<file path="src/rtl/last_stage_arbiter.sv">
// last_stage_arbiter
//   Two-client round-robin front end and sequencer for the 4-bit last-stage
//   delay unit. One transaction is in flight at a time: grant, drive the unit,
//   wait LAT_BASE+mode cycles, capture y, then pulse done to the owner.
//
// Ports
//   clk            rising-edge clock
//   clear          asynchronous active-low reset
//   req0/req1      client requests, held until the matching grant
//   data0/data1    client operands (4b)
//   mode0/mode1    client delay modes (2b): bit1 -> sel_1, bit0 -> sel
//   gnt0/gnt1      one-cycle grant pulses (ISSUE cycle)
//   done0/done1    one-cycle completion pulses, result valid alongside
//   result         captured y of the last completed transaction
//   busy           high whenever the sequencer is not IDLE
//   a/sel/sel_1    delay-unit inputs, non-zero only in ISSUE and WAIT
//   y              delay-unit output
//
// Every output is a flop, so nothing on req/data/mode/y reaches an output
// combinationally. LAT_BASE must lie in 1..4 so that LAT_BASE+mode fits cnt.
module last_stage_arbiter #(
  parameter int LAT_BASE = 1
) (
  input  logic       clk,
  input  logic       clear,
  input  logic       req0,
  input  logic       req1,
  input  logic [3:0] data0,
  input  logic [3:0] data1,
  input  logic [1:0] mode0,
  input  logic [1:0] mode1,
  output logic       gnt0,
  output logic       gnt1,
  output logic       done0,
  output logic       done1,
  output logic [3:0] result,
  output logic       busy,
  output logic [3:0] a,
  output logic       sel,
  output logic       sel_1,
  input  logic [3:0] y
);

  localparam int         NCLI = 2;
  localparam logic [2:0] LB   = 3'(LAT_BASE);

  typedef enum logic [1:0] {IDLE, ISSUE, WAIT, DONE} state_t;

  typedef struct packed {
    logic [3:0] data;
    logic [1:0] mode;
  } creq_t;

  // Clients folded into packed vectors so arbitration is index-based.
  logic  [NCLI-1:0] req;
  creq_t [NCLI-1:0] creq;

  assign req     = {req1, req0};
  assign creq[0] = {data0, mode0};
  assign creq[1] = {data1, mode1};

  state_t           state, nxt;
  logic             ptr;      // priority client when both request
  logic             owner;    // client that owns the in-flight transaction
  logic [2:0]       cnt;      // remaining WAIT cycles
  logic             any_req;
  logic             win;
  logic             take;     // IDLE -> ISSUE this cycle
  logic             last;     // final WAIT cycle, y is captured on this edge

  // Output flops and their next values.
  logic [NCLI-1:0]  gnt_q, gnt_d;
  logic [NCLI-1:0]  done_q, done_d;
  logic [3:0]       a_d, result_d;
  logic [1:0]       mode_q, mode_d;
  logic             busy_d;

  // Arbitration: a lone requester wins; on a tie the ptr client wins.
  always_comb begin
    any_req = |req;
    win     = (&req) ? ptr : req[1];
    take    = (state == IDLE) && any_req;
    last    = (state == WAIT) && (cnt == 3'd1);
  end

  // ---------------------------------------------------------------- state reg
  always_ff @(posedge clk or negedge clear) begin
    if (!clear) state <= IDLE;
    else        state <= nxt;
  end

  // ---------------------------------------------------------------- next state
  always_comb begin
    nxt = state;
    unique case (state)
      IDLE:    if (any_req) nxt = ISSUE;
      ISSUE:   nxt = WAIT;
      WAIT:    if (cnt == 3'd1) nxt = DONE;
      DONE:    nxt = IDLE;
      default: nxt = IDLE;
    endcase
  end

  // ---------------------------------------------------------------- outputs
  // Next values for the registered outputs, keyed off the state being entered
  // so each output is valid in the same cycle as its state.
  always_comb begin
    a_d      = '0;
    mode_d   = '0;
    gnt_d    = '0;
    done_d   = '0;
    busy_d   = (nxt != IDLE);
    result_d = last ? y : result;
    unique case (nxt)
      ISSUE: begin
        // ISSUE is only reachable from IDLE: load the winner's operands.
        a_d    = creq[win].data;
        mode_d = creq[win].mode;
      end
      WAIT: begin
        a_d    = a;
        mode_d = mode_q;
      end
      DONE:    done_d[owner] = 1'b1;
      default: ;
    endcase
    if (take) gnt_d[win] = 1'b1;
  end

  always_ff @(posedge clk or negedge clear) begin
    if (!clear) begin
      gnt_q  <= '0;
      done_q <= '0;
      busy   <= 1'b0;
      a      <= '0;
      mode_q <= '0;
      result <= '0;
    end else begin
      gnt_q  <= gnt_d;
      done_q <= done_d;
      busy   <= busy_d;
      a      <= a_d;
      mode_q <= mode_d;
      result <= result_d;
    end
  end

  // ---------------------------------------------------------------- datapath
  // cnt is loaded with N at grant time and held through ISSUE, so WAIT lasts
  // exactly N cycles.
  always_ff @(posedge clk or negedge clear) begin
    if (!clear) begin
      ptr   <= 1'b0;
      owner <= 1'b0;
      cnt   <= '0;
    end else begin
      if (take) begin
        owner <= win;
        ptr   <= ~win;
        cnt   <= LB + {1'b0, creq[win].mode};
      end else if (state == WAIT) begin
        cnt   <= cnt - 3'd1;
      end
    end
  end

  assign gnt0  = gnt_q[0];
  assign gnt1  = gnt_q[1];
  assign done0 = done_q[0];
  assign done1 = done_q[1];
  assign sel   = mode_q[0];
  assign sel_1 = mode_q[1];

endmodule

</file>
<file path="config.mk">
export PLATFORM = sky130hd
export DESIGN_NAME = last_stage_arbiter
export DESIGN_NICKNAME = d
export VERILOG_FILES = /design/src/rtl/last_stage_arbiter.sv
export SDC_FILE = /design/constraint.sdc
export NUM_CORES = 1
export LEC_CHECK = 0
export BUFFER_PORTS_ARGS = -buffer_cell sky130_fd_sc_hd__buf_4
export CORE_MARGIN = 4
export CORE_UTILIZATION = 52
export DETAILED_ROUTE_END_ITERATION = 10
export GPL_ROUTABILITY_DRIVEN = 0
export PLACE_DENSITY = 0.82
export SLEW_MARGIN = 20
export SYNTH_ARGS = -nofsm -noshare
export SYNTH_HDL_FRONTEND = slang
export SYNTH_SLANG_ARGS = --single-unit
</file>
<file path="constraint.sdc">
create_clock -name clk -period 3.74 [get_ports clk]
set_clock_uncertainty 0.1 [all_clocks]
set_input_delay 0 -clock clk [delete_from_list [all_inputs] [get_ports clk]]
set_output_delay 0 -clock clk [all_outputs]
set_load 0.1 [all_outputs]
</file>
# Word-level counts from Yosys, hierarchy flattened
# Index checks and enable logic that the tools add are counted.
# word_totals
regBits	22
input_bits	20
# classes
eq_ne	7
bitwise	1
magnitude_cmp	4
add_sub_neg	2
muxes	16
n_reduce_logical	9
# op_table
operator	count
two-way mux 6 bit	2
== test 2 bit (second input constant)	4
two-way mux 2 bit	4
one-hot mux 2 bit (4 select lines)	1
one-hot mux 4 bit (2 select lines)	1
two-way mux 3 bit	2
== test 2 x 1 -> 1 bit (second input constant)	2
logical AND 1 bit	4
less-than comparator 1 x 2 -> 1 bit (second input constant)	2
one-hot mux 2 bit (2 select lines)	1
nonzero test 2 bit	2
adder 1 x 2 -> 3 bit (first input constant)	1
== test 3 x 1 -> 1 bit (second input constant)	1
two-way mux 1 bit	3
subtractor 3 x 1 -> 3 bit (second input constant)	1
demux 1 bit (select 1 bit)	2
greater-or-equal comparator 1 bit (second input constant)	2
logical NOT 2 bit	1
AND reduction 2 bit	1
OR reduction 2 bit	1
NOT 1 bit	1

# Logic depth before layout (Yosys ltp)
# depth
word_depth	7
ltp_mapped	7
ltp_nobuf	6

# Worst setup path after synthesis
# No wires, ideal clock.
# synth_timing
kind	flip-flop to flip-flop
start	reg ptr
end	reg cnt[1]
required_time_ns	3.500
t_arrival_ns	1.408
synth_period_minus_slack_ns	1.649
path_stages_with_launch	6
path_slack_ns	2.091
n_path_buf	0
setup_time_ns	0.140
path_cell_list	dfrtp_1 o21ai_4 mux2_4 ha_1 nor2_1 a21oi_1
# synth_via
elab_chain_cells	5
# synth_lines
item	line_no	text
start: declaration	63	logic ptr;
start signal: assignment	159	ptr <= ~win;
two-way mux 1 bit	81	win = (&req) ? ptr : req[1];
two-way mux 6 bit (not written as such) (2 in series)	160	cnt <= LB + {1'b0, creq[win].mode};
adder 1 x 2 -> 3 bit	160	
two-way mux 3 bit	157	if (take) begin
end signal: assignment	160	
end signal: assignment	162	cnt <= cnt - 3'd1;
end: declaration	65	logic [2:0] cnt;
# Every way passes these cells. The select of a mux whose other input is x is not followed.
# A chain may end at the register's enable or synchronous reset.

# Final worst setup path
# layout_timing
start	reg state[0]
end	reg mode_q[1]
# layout_via
elab_chain_cells	4
# layout_lines
item	line_no	text
start: declaration	62	state_t state, nxt;
start signal: assignment	89	else state <= nxt;
== test 2 bit (tied with other cells)	95	unique case (state)
one-hot mux 2 bit (4 select lines) *	95	
== test 2 bit / == test 2 x 1 -> 1 bit (equally long branches)	114	unique case (nxt)
one-hot mux 2 bit (2 select lines)	114	
end signal: assignment	143	mode_q <= mode_d;
end: declaration	75	logic [1:0] mode_q, mode_d;
# Mark *: on every way between the ends. The rest lies on a longest branch, timed or not.

==> out/results.tsv <==
stage	metric	value	unit
sta	fin_ws	1.58	ns
setup_path	cp_cell_sequence	inv_1 -> ha_1 -> nor2_1 -> a211oi_2 -> nor2_1 -> a31o_1	
global_route	grtUsageMet3	5.13	%
layout	final_nets	174	
route	drc_errors	0	
sta	rsz0062_at_grt	false	
layout	area_delta_synth_final	50.9	%
status	violations	negative hold slack	
die	dieArea	0.00278	mm²
route	wl_per_cell	15.3	µm
sta	min_period	2.16	ns
clock_network	cts.htree.levels	1	
power_and_ir_drop	powerDensity	960	mW/mm²
setup_path	required	3.85	ns
sta	tns	0	ns
yosys	synth_area_leaders	dfrtp_1 (53%), ha_1 (7.2%), mux2_2 (5.4%)	
min_path	min_path_type	in2async	
global_route	antenna_found_initial	0	
setup_path	crit_path_frequent_cell	nor2_1	
clock_network	clk_pin_slew	0.13	ns
sta	drv_slew	0	
sta	clock.fmax	463	MHz
yosys	ys_warn_count	0	
die	core-area	0.00182	mm²
global_route	grt_pass1_vias	976	
global_route	grt_max_degree	23	
yosys	synth_area_leader_cell	dfrtp_1	
flow_run	max_cap_violations	0	
layout	final_core_util	86.4	%
power_and_ir_drop	pwr-share-comb	61.8	%
yosys	yosysSeqAreaShare	52.8	%
global_route	grtUsageTotal	22.1	%
die	io_pins	35	
power_and_ir_drop	pwr-share-seq	26.0	%
layout	fin_area	0.00157	mm²
die	initial_core_util	57.3	%
setup_path	crit_type	reg2reg	
layout	stdcell_count	172	
yosys	synth.avg_cell_area	11.5	µm²
setup_path	critPathCaptureType	flip-flop	
global_route	met2_usage	39.0	%
power_and_ir_drop	p_leak	0.795	nW
sta	fin_crit_sh	57.8	%
clock_network	cts_hold_buf	20	
layout	n_antenna_cell	0	
placement	io_buffer_count	34	
layout	seqCellArea	551	µm²
route	antenna_left	0	
power_and_ir_drop	power.total	1.51	mW
global_route	use_met1	25.4	%
clock_network	numCtsBuffers	3	
setup_path	crit_fanout	12	
power_and_ir_drop	power.share.clock	12.2	%
yosys	synth_area	0.00104	mm²
route	wl	2640	µm
power_and_ir_drop	p_switching	802	µW
route	vias	901	
power_and_ir_drop	p_int	707	µW
power_and_ir_drop	p_sw_share	53.2	%
sta	worst_pin_slew	0.774	ns
clock_network	clock-sinks	22	
layout	drive_gt1_share	33.3	%
sta	slew_headroom	48.3	%
yosys	yosys.cell_types.count	26	
yosys	synth_seq_cells	22	
clock_network	cts_resized	0	
route	via_per_inst	5.24	
clock_network	cts_setup_buffers	0	
clock_network	cts_root_buffer	clkbuf_4	
placement	preCtsSetupSlack	1.69	ns
power_and_ir_drop	ir_worst_vdd	579	µV
clock_network	cts_tree	done	
die	die_width	52.8	µm
setup_path	worstPathArrival	2.27	ns
setup_path	cp_slowest_stage_delay	0.67	ns
yosys	synth_top_area_share	52.8	%
global_route	grt_overflow	0	
die	num_rows	15	
clock_network	clk-insertion-delay-late	0.31	ns
placement	dp_hpwl	1670	µm
status	status	complete, but fails checks	
layout	fill_cells	85	
route	drt_iter0_markers	11	
placement	placed_cell_area	0.00132	mm²
yosys	syn_nets	117	
setup_path	r2r_start	state[0]	
clock_network	cts_buffer_depth	2	
setup_path	cp_slowest_cell	a211oi_2	
layout	multi_input_area	457	µm²
route	drt_pass1_iterations	4	
yosys	synth_cells	91	
placement	dp_cells	148	
sta	hold_viol_final	4	
die	die_y	52.8	µm
setup_path	startpoint_type	flip-flop	
sta	setup_viol	0	
global_route	grt_pass1_wl	4420	µm
sta	holdWs	-0.00213	ns
setup_path	startpoint	state[0]	
global_route	busiest_layer	met2	
-- cell usage in the layout, fill, tap and decap left out --
cell	count
buf_4	34
dfrtp_1	22
dlygate4sd3_1	20
nand2_1	12
nor2_1	7
inv_1	6
ha_1	6
mux2_2	5
a21oi_1	4
mux2i_1	4
o22ai_1	4
clkbuf_4	3
mux2_4	2
a31o_1	2
o21ai_1	2
xor2_1	2
inv_2	1
o21ai_4	1
nand2b_1	1
nor4b_2	1
a211oi_2	1
or2_1	1
and3_1	1
nand3b_1	1
a2111o_1	1
o21ai_0	1
a21o_1	1
bufinv_16	1
-- power by group through the flow --
| stage | registers (mW) | logic (mW) | clock network, mW |
|---|---|---|---|
| final | 0.392 | 0.933 | 0.184 |
| after global routing | 0.403 | 0.991 | 0.195 |
| after CTS | 0.391 | 0.910 | 0.186 |
| after detailed placement | 0.395 | 0.879 | 0 |
| after global placement | 0.390 | 0.855 | 0 |
| after floorplan | 0.769 | 0.318 | 0 |
-- sequential cells by signal (all words and copies together) (netlist names) --
name	cells
cnt	3
ptr	1
state	2
busy	1
result	4
gnt_q	2
mode_q	2
a	4
done_q	2
owner	1
-- synth_stat cells (all sizes together) --
cell and n:
ha 6, nand2 12, mux2i 4, mux2 7, clkbuf 1, a21oi 4
o21ai 4, buf 1, xor2 2, nor2 7, nand2b 1, nand3b 1
or2 1, o22ai 4, nor4b 1, a31o 2, inv 7, and3 1
a211oi 1, dfrtp 22, a2111o 1, a21o 1
-- cell families after synthesis --
family          Yosys count  share of synthesized area [%]
compound gates           17                           12.0
mux                      11                           12.1
simple gates             24                           10.8
buf+inv                   9                           3.36
flops                    22                           52.8
fa+ha+maj                 6                           7.20
xor+xnor                  2                           1.68
-- routing by layer --
| layer | vias up | share of wire [%] | wire length, µm |
|---|---|---|---|
| li1 | 425 | - | - |
| met1 | 438 | 41 | 1090 |
| met2 | 30 | 52 | 1370 |
| met3 | 8 | 4.1 | 109 |
| met4 | 0 | 2.7 | 70 |
| met5 | - | 0 | 0 |
-- cell type report --
class                      instances  share of cell area, %
timing repair buffer              54                   29.0
multi-input combinational         60                   29.0
tap                               25                   1.99
inverter                           7                   1.67
clock inverter                     1                   1.91
sequential                        22                   35.0
clock buffer                       3                   1.43
-- final timing paths --
path / endpoint / slack (ns) / cells past startpoint
max in group asynchronous: a[2] / 3.32 / 2
hold / removal: owner / -0.002 / 2
setup / recovery: mode_q[1] / 1.58 / 6
setup reg to reg: mode_q[1] / 1.58 / 6
min in group clk: cnt[1] / 0.12 / 5
hold reg to reg: done_q[0] / 0.42 / 1
-- worst max-delay path, delay by kind of cell (launching register included) --
family | cells | cell delay (ns)
compound gates | 2 | 0.88
flops | 1 | 0.43
fa+ha+maj | 1 | 0.29
simple gates | 2 | 0.23
buf+inv | 1 | 0.13
No activity file was read; power rests on OpenSTA's default activity.
